--- src/rtl/multi_agent_move_detector_if.sv ---
// Map memory read port shared by all agent evaluations.
// Timing: a request is the cycle mem_en=1 with mem_addr; the row comes back on
// mem_rdata exactly MEM_LATENCY cycles later, with no backpressure either way.
interface multi_agent_move_detector_if #(
  parameter int ROW_W    = 6,
  parameter int MAP_COLS = 80
);
  logic                mem_en;
  logic [ROW_W-1:0]    mem_addr;
  logic [MAP_COLS-1:0] mem_rdata;

  modport master (output mem_en, output mem_addr, input mem_rdata);
  modport slave  (input mem_en, input mem_addr, output mem_rdata);
endinterface

--- src/rtl/multi_agent_move_detector.sv ---
// Time-multiplexed legal-move evaluator: per agent, reads the rows above/at/below
// through one memory port and commits all agents' move masks atomically.
module multi_agent_move_detector #(
  parameter int NUM_AGENTS  = 4,
  parameter int MAP_COLS    = 80,
  parameter int MAP_ROWS    = 60,
  parameter int COL_W       = 7,
  parameter int ROW_W       = 6,
  parameter int MEM_LATENCY = 1,
  parameter int WRAP_X      = 1,
  parameter int WRAP_Y      = 0
) (
  input  logic                          clk,
  input  logic                          rst,
  input  logic                          start,
  input  logic [NUM_AGENTS*COL_W-1:0]   pos_x,
  input  logic [NUM_AGENTS*ROW_W-1:0]   pos_y,
  multi_agent_move_detector_if.master   mem,
  output logic                          busy,
  output logic                          done,
  output logic [NUM_AGENTS*4-1:0]       valid_moves,
  output logic [NUM_AGENTS-1:0]         pos_err,
  output logic [1:0]                    dbg_state
);

  localparam int AGT_W = (NUM_AGENTS > 1) ? $clog2(NUM_AGENTS) : 1;
  localparam int WC_W  = (MEM_LATENCY > 1) ? $clog2(MEM_LATENCY) : 1;

  localparam logic [COL_W:0] X_LIMIT = (COL_W+1)'(MAP_COLS);
  localparam logic [COL_W:0] X_LAST  = (COL_W+1)'(MAP_COLS - 1);
  localparam logic [ROW_W:0] Y_LIMIT = (ROW_W+1)'(MAP_ROWS);
  localparam logic [ROW_W:0] Y_LAST  = (ROW_W+1)'(MAP_ROWS - 1);

  typedef enum logic [1:0] {
    S_IDLE = 2'd0,
    S_READ = 2'd1,
    S_WAIT = 2'd2,
    S_EVAL = 2'd3
  } state_t;

  state_t                  state_q, state_d;
  logic [AGT_W-1:0]        agent_q, agent_d;
  logic [1:0]              phase_q, phase_d;
  logic [WC_W-1:0]         wait_q, wait_d;
  logic [COL_W-1:0]        px_q [NUM_AGENTS];
  logic [COL_W-1:0]        px_d [NUM_AGENTS];
  logic [ROW_W-1:0]        py_q [NUM_AGENTS];
  logic [ROW_W-1:0]        py_d [NUM_AGENTS];
  logic [3:0]              sh_moves_q [NUM_AGENTS];
  logic [3:0]              sh_moves_d [NUM_AGENTS];
  logic [NUM_AGENTS-1:0]   sh_err_q, sh_err_d;
  logic [NUM_AGENTS*4-1:0] valid_moves_q, valid_moves_d;
  logic [NUM_AGENTS-1:0]   pos_err_q, pos_err_d;
  logic                    done_q, done_d;

  // Read tags travel alongside the memory latency so each returning word lands
  // in the right row buffer regardless of what the address is doing now.
  logic [MEM_LATENCY-1:0]  tag_v_q;
  logic [1:0]              tag_slot_q [MEM_LATENCY];
  logic [MAP_COLS-1:0]     above_q, same_q, below_q;

  logic [COL_W:0]          cur_x;
  logic [ROW_W:0]          cur_y;
  logic                    cur_err;
  logic [ROW_W:0]          row_above, row_below, rd_row;
  logic                    mv_r, mv_l, mv_u, mv_d;
  logic [3:0]              moves_now;

  function automatic logic pick(input logic [MAP_COLS-1:0] w, input logic [COL_W:0] idx);
    pick = 1'b0;
    for (int i = 0; i < MAP_COLS; i++) begin
      if (idx == (COL_W+1)'(i)) pick = w[i];
    end
  endfunction

  always_comb begin
    cur_x   = {1'b0, px_q[agent_q]};
    cur_y   = {1'b0, py_q[agent_q]};
    cur_err = (cur_x >= X_LIMIT) || (cur_y >= Y_LIMIT);
  end

  // Without vertical wrap an edge row re-reads itself; Up/Down are masked at eval.
  always_comb begin
    if (cur_y == '0) row_above = (WRAP_Y != 0) ? Y_LAST : cur_y;
    else             row_above = cur_y - 1'b1;
    if (cur_y == Y_LAST) row_below = (WRAP_Y != 0) ? '0 : cur_y;
    else                 row_below = cur_y + 1'b1;
    rd_row = '0;
    if (!cur_err) begin
      case (phase_q)
        2'd0:    rd_row = row_above;
        2'd1:    rd_row = cur_y;
        default: rd_row = row_below;
      endcase
    end
  end

  always_comb begin
    if (cur_x == X_LAST) mv_r = (WRAP_X != 0) ? same_q[0] : 1'b0;
    else                 mv_r = pick(same_q, cur_x + 1'b1);
    if (cur_x == '0)     mv_l = (WRAP_X != 0) ? same_q[MAP_COLS-1] : 1'b0;
    else                 mv_l = pick(same_q, cur_x - 1'b1);
    if ((cur_y == '0) && (WRAP_Y == 0))     mv_u = 1'b0;
    else                                    mv_u = pick(above_q, cur_x);
    if ((cur_y == Y_LAST) && (WRAP_Y == 0)) mv_d = 1'b0;
    else                                    mv_d = pick(below_q, cur_x);
    moves_now = cur_err ? 4'b0000 : {mv_l, mv_d, mv_u, mv_r};
  end

  always_comb begin
    state_d       = state_q;
    agent_d       = agent_q;
    phase_d       = phase_q;
    wait_d        = wait_q;
    px_d          = px_q;
    py_d          = py_q;
    sh_moves_d    = sh_moves_q;
    sh_err_d      = sh_err_q;
    valid_moves_d = valid_moves_q;
    pos_err_d     = pos_err_q;
    done_d        = 1'b0;
    case (state_q)
      S_IDLE: begin
        if (start) begin
          for (int k = 0; k < NUM_AGENTS; k++) begin
            px_d[k] = pos_x[k*COL_W +: COL_W];
            py_d[k] = pos_y[k*ROW_W +: ROW_W];
          end
          agent_d = '0;
          phase_d = '0;
          state_d = S_READ;
        end
      end
      S_READ: begin
        if (phase_q == 2'd2) begin
          phase_d = '0;
          wait_d  = '0;
          state_d = S_WAIT;
        end else begin
          phase_d = phase_q + 1'b1;
        end
      end
      S_WAIT: begin
        if (wait_q == WC_W'(MEM_LATENCY - 1)) state_d = S_EVAL;
        else                                  wait_d  = wait_q + 1'b1;
      end
      S_EVAL: begin
        sh_moves_d[agent_q] = moves_now;
        sh_err_d[agent_q]   = cur_err;
        if (agent_q == AGT_W'(NUM_AGENTS - 1)) begin
          for (int k = 0; k < NUM_AGENTS; k++) begin
            valid_moves_d[k*4 +: 4] = sh_moves_d[k];
          end
          pos_err_d = sh_err_d;
          done_d    = 1'b1;
          state_d   = S_IDLE;
        end else begin
          agent_d = agent_q + 1'b1;
          state_d = S_READ;
        end
      end
      default: state_d = S_IDLE;
    endcase
  end

  always_ff @(posedge clk or posedge rst) begin
    if (rst) begin
      state_q       <= S_IDLE;
      agent_q       <= '0;
      phase_q       <= '0;
      wait_q        <= '0;
      for (int k = 0; k < NUM_AGENTS; k++) begin
        px_q[k]       <= '0;
        py_q[k]       <= '0;
        sh_moves_q[k] <= '0;
      end
      sh_err_q      <= '0;
      valid_moves_q <= '0;
      pos_err_q     <= '0;
      done_q        <= 1'b0;
    end else begin
      state_q       <= state_d;
      agent_q       <= agent_d;
      phase_q       <= phase_d;
      wait_q        <= wait_d;
      px_q          <= px_d;
      py_q          <= py_d;
      sh_moves_q    <= sh_moves_d;
      sh_err_q      <= sh_err_d;
      valid_moves_q <= valid_moves_d;
      pos_err_q     <= pos_err_d;
      done_q        <= done_d;
    end
  end

  always_ff @(posedge clk or posedge rst) begin
    if (rst) begin
      tag_v_q <= '0;
      for (int i = 0; i < MEM_LATENCY; i++) tag_slot_q[i] <= '0;
      above_q <= '0;
      same_q  <= '0;
      below_q <= '0;
    end else begin
      tag_v_q[0]    <= mem.mem_en;
      tag_slot_q[0] <= phase_q;
      for (int i = 1; i < MEM_LATENCY; i++) begin
        tag_v_q[i]    <= tag_v_q[i-1];
        tag_slot_q[i] <= tag_slot_q[i-1];
      end
      if (tag_v_q[MEM_LATENCY-1]) begin
        case (tag_slot_q[MEM_LATENCY-1])
          2'd0:    above_q <= mem.mem_rdata;
          2'd1:    same_q  <= mem.mem_rdata;
          default: below_q <= mem.mem_rdata;
        endcase
      end
    end
  end

  // The row MSB is never set for in-range rows; masking keeps a bad row off the bus.
  assign mem.mem_en   = (state_q == S_READ);
  assign mem.mem_addr = (state_q == S_READ) ? (rd_row[ROW_W-1:0] & {ROW_W{~rd_row[ROW_W]}}) : '0;
  assign busy         = (state_q != S_IDLE);
  assign done         = done_q;
  assign valid_moves  = valid_moves_q;
  assign pos_err      = pos_err_q;
  assign dbg_state    = state_q;

endmodule

--- src/flat_wrapper.sv ---
// flat-port wrapper written by rule: the top's interface ports become plain ports
module multi_agent_move_detector_flat 
#(
  parameter int NUM_AGENTS  = 4,
  parameter int MAP_COLS    = 80,
  parameter int MAP_ROWS    = 60,
  parameter int COL_W       = 7,
  parameter int ROW_W       = 6,
  parameter int MEM_LATENCY = 1,
  parameter int WRAP_X      = 1,
  parameter int WRAP_Y      = 0
)
  (clk, rst, start, pos_x, pos_y, busy, done, valid_moves, pos_err, dbg_state, mem_mem_en, mem_mem_addr, mem_mem_rdata);
  multi_agent_move_detector_if #(.ROW_W(ROW_W), .MAP_COLS(MAP_COLS)) mem_i ();
  input  logic clk;
  input  logic rst;
  input  logic start;
  input  logic [NUM_AGENTS*COL_W-1:0] pos_x;
  input  logic [NUM_AGENTS*ROW_W-1:0] pos_y;
  output logic busy;
  output logic done;
  output logic [NUM_AGENTS*4-1:0] valid_moves;
  output logic [NUM_AGENTS-1:0] pos_err;
  output logic [1:0] dbg_state;
  output wire logic [$bits(mem_i.mem_en)-1:0] mem_mem_en;
  output wire logic [$bits(mem_i.mem_addr)-1:0] mem_mem_addr;
  input wire logic [$bits(mem_i.mem_rdata)-1:0] mem_mem_rdata;
  assign mem_mem_en = mem_i.mem_en;
  assign mem_mem_addr = mem_i.mem_addr;
  assign mem_i.mem_rdata = mem_mem_rdata;
  multi_agent_move_detector #(.NUM_AGENTS(NUM_AGENTS), .MAP_COLS(MAP_COLS), .MAP_ROWS(MAP_ROWS), .COL_W(COL_W), .ROW_W(ROW_W), .MEM_LATENCY(MEM_LATENCY), .WRAP_X(WRAP_X), .WRAP_Y(WRAP_Y)) u_core (.clk(clk), .rst(rst), .start(start), .pos_x(pos_x), .pos_y(pos_y), .mem(mem_i), .busy(busy), .done(done), .valid_moves(valid_moves), .pos_err(pos_err), .dbg_state(dbg_state));
endmodule
--- config.mk ---
export PLATFORM = sky130hd
export DESIGN_NAME = multi_agent_move_detector_flat
export DESIGN_NICKNAME = d
export VERILOG_FILES = /design/src/rtl/multi_agent_move_detector_if.sv /design/src/rtl/multi_agent_move_detector.sv /design/src/flat_wrapper.sv
export SDC_FILE = /design/constraint.sdc
export NUM_CORES = 1
export LEC_CHECK = 0
export CAP_MARGIN = 20
export CORE_ASPECT_RATIO = 0.6
export CORE_UTILIZATION = 42
export CTS_CLUSTER_SIZE = 16
export DETAILED_ROUTE_END_ITERATION = 10
export GPL_ROUTABILITY_DRIVEN = 0
export HOLD_SLACK_MARGIN = 0.06
export PLACE_DENSITY = 0.67
export SLEW_MARGIN = 20
export SYNTH_ARGS = -nofsm -noshare
export SYNTH_HDL_FRONTEND = slang
export SYNTH_SLANG_ARGS = --single-unit
export TNS_END_PERCENT = 5
--- constraint.sdc ---
create_clock -name clk -period 19.35 [get_ports clk]
set_clock_uncertainty 0.2 [all_clocks]
set_input_delay 3.87 -clock clk [delete_from_list [all_inputs] [get_ports clk]]
set_output_delay 3.87 -clock clk [all_outputs]
set_load 0.1 [all_outputs]
# Word level (Yosys, flattened, before mapping)
# Cells that the tools add are included.
# classes
n_addsub	7
mul	0
n_div	0
order_cmp	6
eq_ne	249
shift	0
n_mux	357
bitwise_logic	4
n_reduce_logical	24
# ops
cell	count
== test 8 x 6 -> 1 bit (second input constant)	64
two-way mux 1 bit	330
== test 8 x 5 -> 1 bit (second input constant)	32
== test 8 x 7 -> 1 bit (second input constant)	32
== test 7 x 6 -> 1 bit (second input constant)	32
== test 8 x 4 -> 1 bit (second input constant)	16
== test 7 x 5 -> 1 bit (second input constant)	16
== test 7 bit (second input constant)	16
== test 8 x 3 -> 1 bit (second input constant)	8
== test 7 x 4 -> 1 bit (second input constant)	8
two-way mux 7 bit	5
== test 8 x 2 -> 1 bit (second input constant)	4
== test 7 x 3 -> 1 bit (second input constant)	4
logical NOT 8 bit	3
two-way mux 6 bit	3
bitwise mux 16 bit	1
== test 8 x 1 -> 1 bit (second input constant)	2
binary-select mux 7 bit (select 2 bit)	1
== test 7 x 2 -> 1 bit (second input constant)	2
case mux 7 bit (2 select lines)	1
AND reduction 2 bit	7
binary-select mux 6 bit (select 2 bit)	1
two-way mux 2 bit	6
adder 7 x 1 -> 8 bit (second input constant)	1
33 further kinds	52
# word_totals
register_bits	343
latchBits	0
ram_bits	0
rom_bits	0
input_bits	135
elab_cells	672
mem_count	0

# Logic depth before layout (Yosys ltp)
# depth
word_depth	89
ltp_mapped	16
depth_no_buf	10

# Least setup slack after synthesis
# Ideal clock, no wire load.
# synth_path
kind	flip-flop to output port
startpoint	register u_core.agent_q[0]
endpoint	output port mem_mem_addr[1]
arrival_ns	4.697
t_required_ns	15.280
path_slack_ns	10.583
stages_incl_launch_ff	10
cell_sequence	dfrtp_1 -> buf_2 -> buf_6 -> mux4_2 -> clkbuf_1 -> o21ai_0 -> a21boi_0 -> clkbuf_1 -> nand2_1 -> a211oi_1
# synth_via
elab_chain_cells	11
# synth_lines
item	line_no	rtl
from (decl)	multi_agent_move_detector.sv:42	logic [AGT_W-1:0] agent_q, agent_d;
from (signal assigned)	multi_agent_move_detector.sv:183	agent_q <= agent_d;
NOT 2 -> 3 bit (implied by the code) (*)	multi_agent_move_detector.sv:77, multi_agent_move_detector.sv:78	
binary-select mux 6 bit (select 2 bit)	multi_agent_move_detector.sv:78	cur_y = {1'b0, py_q[agent_q]};
two-way mux 6 bit (implied by the code) (2 in series)	multi_agent_move_detector.sv:78	
adder 6 x 1 -> 7 bit (tied with other cells)	multi_agent_move_detector.sv:87	else row_below = cur_y + 1'b1;
two-way mux 7 bit, on equally long branches	multi_agent_move_detector.sv:86, multi_agent_move_detector.sv:84	
case mux 7 bit (2 select lines)	multi_agent_move_detector.sv:90	case (phase_q)
two-way mux 7 bit (*)	multi_agent_move_detector.sv:89	if (!cur_err) begin
NOT 1 bit	multi_agent_move_detector.sv:222	assign mem.mem_addr = (state_q == S_READ) ? (rd_row[ROW_W-1:0] & {ROW_W{~rd_row[ROW_W]}}) : '0;
bitwise AND 6 bit (*)	multi_agent_move_detector.sv:222	
two-way mux 6 bit (*)	multi_agent_move_detector.sv:222	
to (decl)	flat_wrapper.sv:26	output wire logic [$bits(mem_i.mem_addr)-1:0] mem_mem_addr;
# Every way passes the cells marked *; elsewhere a longest branch is shown, timed or not. The select of a mux whose other input is x is not followed.

# Worst setup path after layout
# layout_path
startpoint	register u_core.agent_q[1]
endpoint	output port mem_mem_addr[4]
# The elaborated chain is that of the path after synthesis.

==> qor.txt <==
Run status = finished clean
# resized after CTS = 0
Total gr overflow = 0
Crit path required time = 15280 ps
CTS H-tree lvls = 1
DP Worst Slack = 11250 ps
R2R Setup Slk = 13130 ps
Distinct cells, synth = 79
Critical Path Start Type = register
CTS tree = built
Cell area after placement = 19990 sq um
Data arrival, critical path = 4650 ps
# hold bufs at CTS = 0
Final ANT Viol Nets = 0
Top Ports = 166
Core area = 41870 sq um
RSZ-0062 raised after global routing = false
Full die area = 43360 sq um
Post-route worst setup slack = 10630 ps
Post-route cell area = 21070 sq um
Num CTS Buffers = 31
Row cnt = 58
Hold Violations, Final = 0
Max-cap violation count = 0
Syn Inst Count = 1636
CP Capture Type = primary output
First-pass GRT wire length = 91.97 mm
Class of the tightest hold or removal check = register to register
Slew Viols, Final = 0
Crit path max fanout = 23
Predominant post-synthesis flop cell = dfrtp_1
Area growth syn-to-layout = 18.00%
Largest net degree at the start of global routing = 128
DRT Wirelength = 61.32 mm
Worst Path Class, Setup = register to primary output
Final period utilization = 0.4505
Clock Path Buffers = 3
Slew HR = 0.1348
DR WL/cell = 26.22 um
Vias per cell = 6.350
Nets = 1889
Die Y = 161.7 um
Count of final setup violators = 0
Commonest non-fill, non-tap cell in the layout = dfrtp_1
Final Critical Period = 8718 ps
IO buf count = 165
Yosys warns = 0
# clock sinks = 337
Detailed-route DRC error count = 0
Worst slew pin tran = 1295 ps
Number of synthesized flops with an enable pin = 0
Yosys reg bits = 337
Fin Setup TNS = 0 ps
Root Buffer Master = clkbuf_16
Post-Syn Area = 17850 sq um
1st-pass router iterations = 9
Clk_lat worst skew = 590 ps
Number of global-route vias before repair = 14507
Fmax = 0.1147 GHz
Register area share after synthesis = 0.4724
Syn Nets = 1780
Finished Layout Cells = 2339
Total GRT Usage = 0.2817
Syn Area/Cell = 10.91 sq um
Routed via count = 14853
Initial antenna violation count = 1
Final HPWL DP = 43.26 mm
Commonest non-fill, non-tap cells in the layout = dfrtp_1, mux2_2, clkdlybuf4s50_1, nand2_1, o21ai_0
Die X = 268.2 um
Setup bufs post-CTS = 0
Share of flip-flops with an asynchronous set or reset = 1.000
Initial DRC count = 2556
Placed Cells = 2282
Clock slew at reported path FFs = 60 ps
Share of layout cells above drive strength 1 = 0.2353
Initial Utilization = 0.4263
-- path summary, 6_finish.rpt --
check,start,endpoint,depth (start not counted)
max in group asynchronous,rst,u_core.same_q[24],3
max,u_core.agent_q[1],mem_mem_addr[4],7
min reg2reg,u_core.sh_moves_q[10],u_core.sh_moves_q[10],2
min in group asynchronous,rst,u_core.valid_moves[4],2
min,u_core.sh_moves_q[10],u_core.sh_moves_q[10],2
max reg2reg,u_core.agent_q[1],u_core.valid_moves[10],12
-- registers in the layout, indices dropped and copies added (netlist names) --
name,cells
u_core.agent_q,2
u_core.tag_v_q,1
u_core.tag_slot_q,2
u_core.px_q,28
u_core.py_q,24
u_core.dbg_state,2
u_core.done,1
u_core.same_q,80
u_core.pos_err,4
u_core.phase_q,2
u_core.sh_err_q,3
u_core.above_q,80
u_core.sh_moves_q,12
u_core.below_q,80
u_core.valid_moves,16
-- through the flow --
step	hold slack (ps)	util
2_1_floorplan	151.9	-
3_3_place_gp	254.1	0.4769
3_5_place_dp	258.0	0.4774
4_1_cts	272.7	0.5030
5_1_grt	299.4	0.5030
6_report	269.5	0.5031
-- cells in the mapped netlist, drive strengths merged, types with 6 or more instances --
| library cell | instances | area (sq um) |
|---|---|---|
| nand3 | 26 | 130.1 |
| buf | 43 | 195.2 |
| a21boi | 6 | 45.05 |
| a21o | 7 | 52.55 |
| o221ai | 10 | 87.58 |
| nor2b | 20 | 125.1 |
| nor3b | 18 | 140.1 |
| o32ai | 8 | 70.07 |
| nand2b | 13 | 81.33 |
| inv | 20 | 75.07 |
| nand2 | 134 | 503.0 |
| mux4 | 13 | 292.8 |
| or3b | 10 | 87.58 |
| clkbuf | 73 | 274.0 |
| o31ai | 22 | 165.2 |
| nor3 | 19 | 100.1 |
| dfrtp | 337 | 8433 |
| and3 | 8 | 50.05 |
| ha | 9 | 112.6 |
| a221oi | 10 | 87.58 |
| o21ai | 116 | 580.6 |
| a211oi | 18 | 135.1 |
| nand3b | 7 | 52.55 |
| a22o | 8 | 70.07 |
| a22oi | 19 | 142.6 |
| nand4 | 10 | 62.56 |
| o211ai | 7 | 52.55 |
| a2111oi | 9 | 97.60 |
| a32oi | 9 | 78.83 |
| mux2 | 301 | 3390 |
| a31oi | 13 | 81.33 |
| a311oi | 8 | 70.07 |
| a21oi | 83 | 415.4 |
| mux2i | 31 | 314.1 |
| o22ai | 24 | 150.1 |
| nor4 | 11 | 83.83 |
| nor2 | 78 | 292.8 |
-- critical path: stages (launching register included) --
cell             delay [ps]
dfrtp_1                 920
mux4_2                  640
o21ai_0                 400
a21boi_0                230
buf_4                   230
nand2_1                 180
a211oi_1                270
clkdlybuf4s50_1        1180
-- metal layers --
| layer | global-route usage | wire length (um) | part of all wire |
|---|---|---|---|
| met1 | 0.4137 | 26270 | 0.43 |
| met4 | 0.08156 | 2064 | 0.034 |
| met2 | 0.3753 | 24250 | 0.40 |
| met5 | 0 | 25 | 0.00041 |
| met3 | 0.1139 | 8711 | 0.14 |
-- final cells by class --
type / count / area (sq um)
diodes: 1 / 2.502
clock buffers: 44 / 904.6
clock inverters: 12 / 167.7
fillers: 3710 / 20810
inverters: 20 / 82.58
multi-input cells: 1163 / 8895
flip-flops and latches: 337 / 8433
well taps: 570 / 713.2
repair buffers: 192 / 1867
-- cells by family (layout without fill, tap and decap cells) --
logic type | Yosys count | in the layout | synth area share
simple gates | 385 | 385 | 0.1096
buf+inv | 136 | 268 | 0.03049
flops | 337 | 337 | 0.4724
other cells | 0 | 1 | 0
compound gates | 419 | 419 | 0.1549
mux | 345 | 345 | 0.2239
xor+xnor | 5 | 5 | 0.002453
fa+ha+maj | 9 | 9 | 0.006308
Power is left out: the tool's default activity adds up to more than one toggle a clock period on the data nets, which glitch-free logic cannot reach.
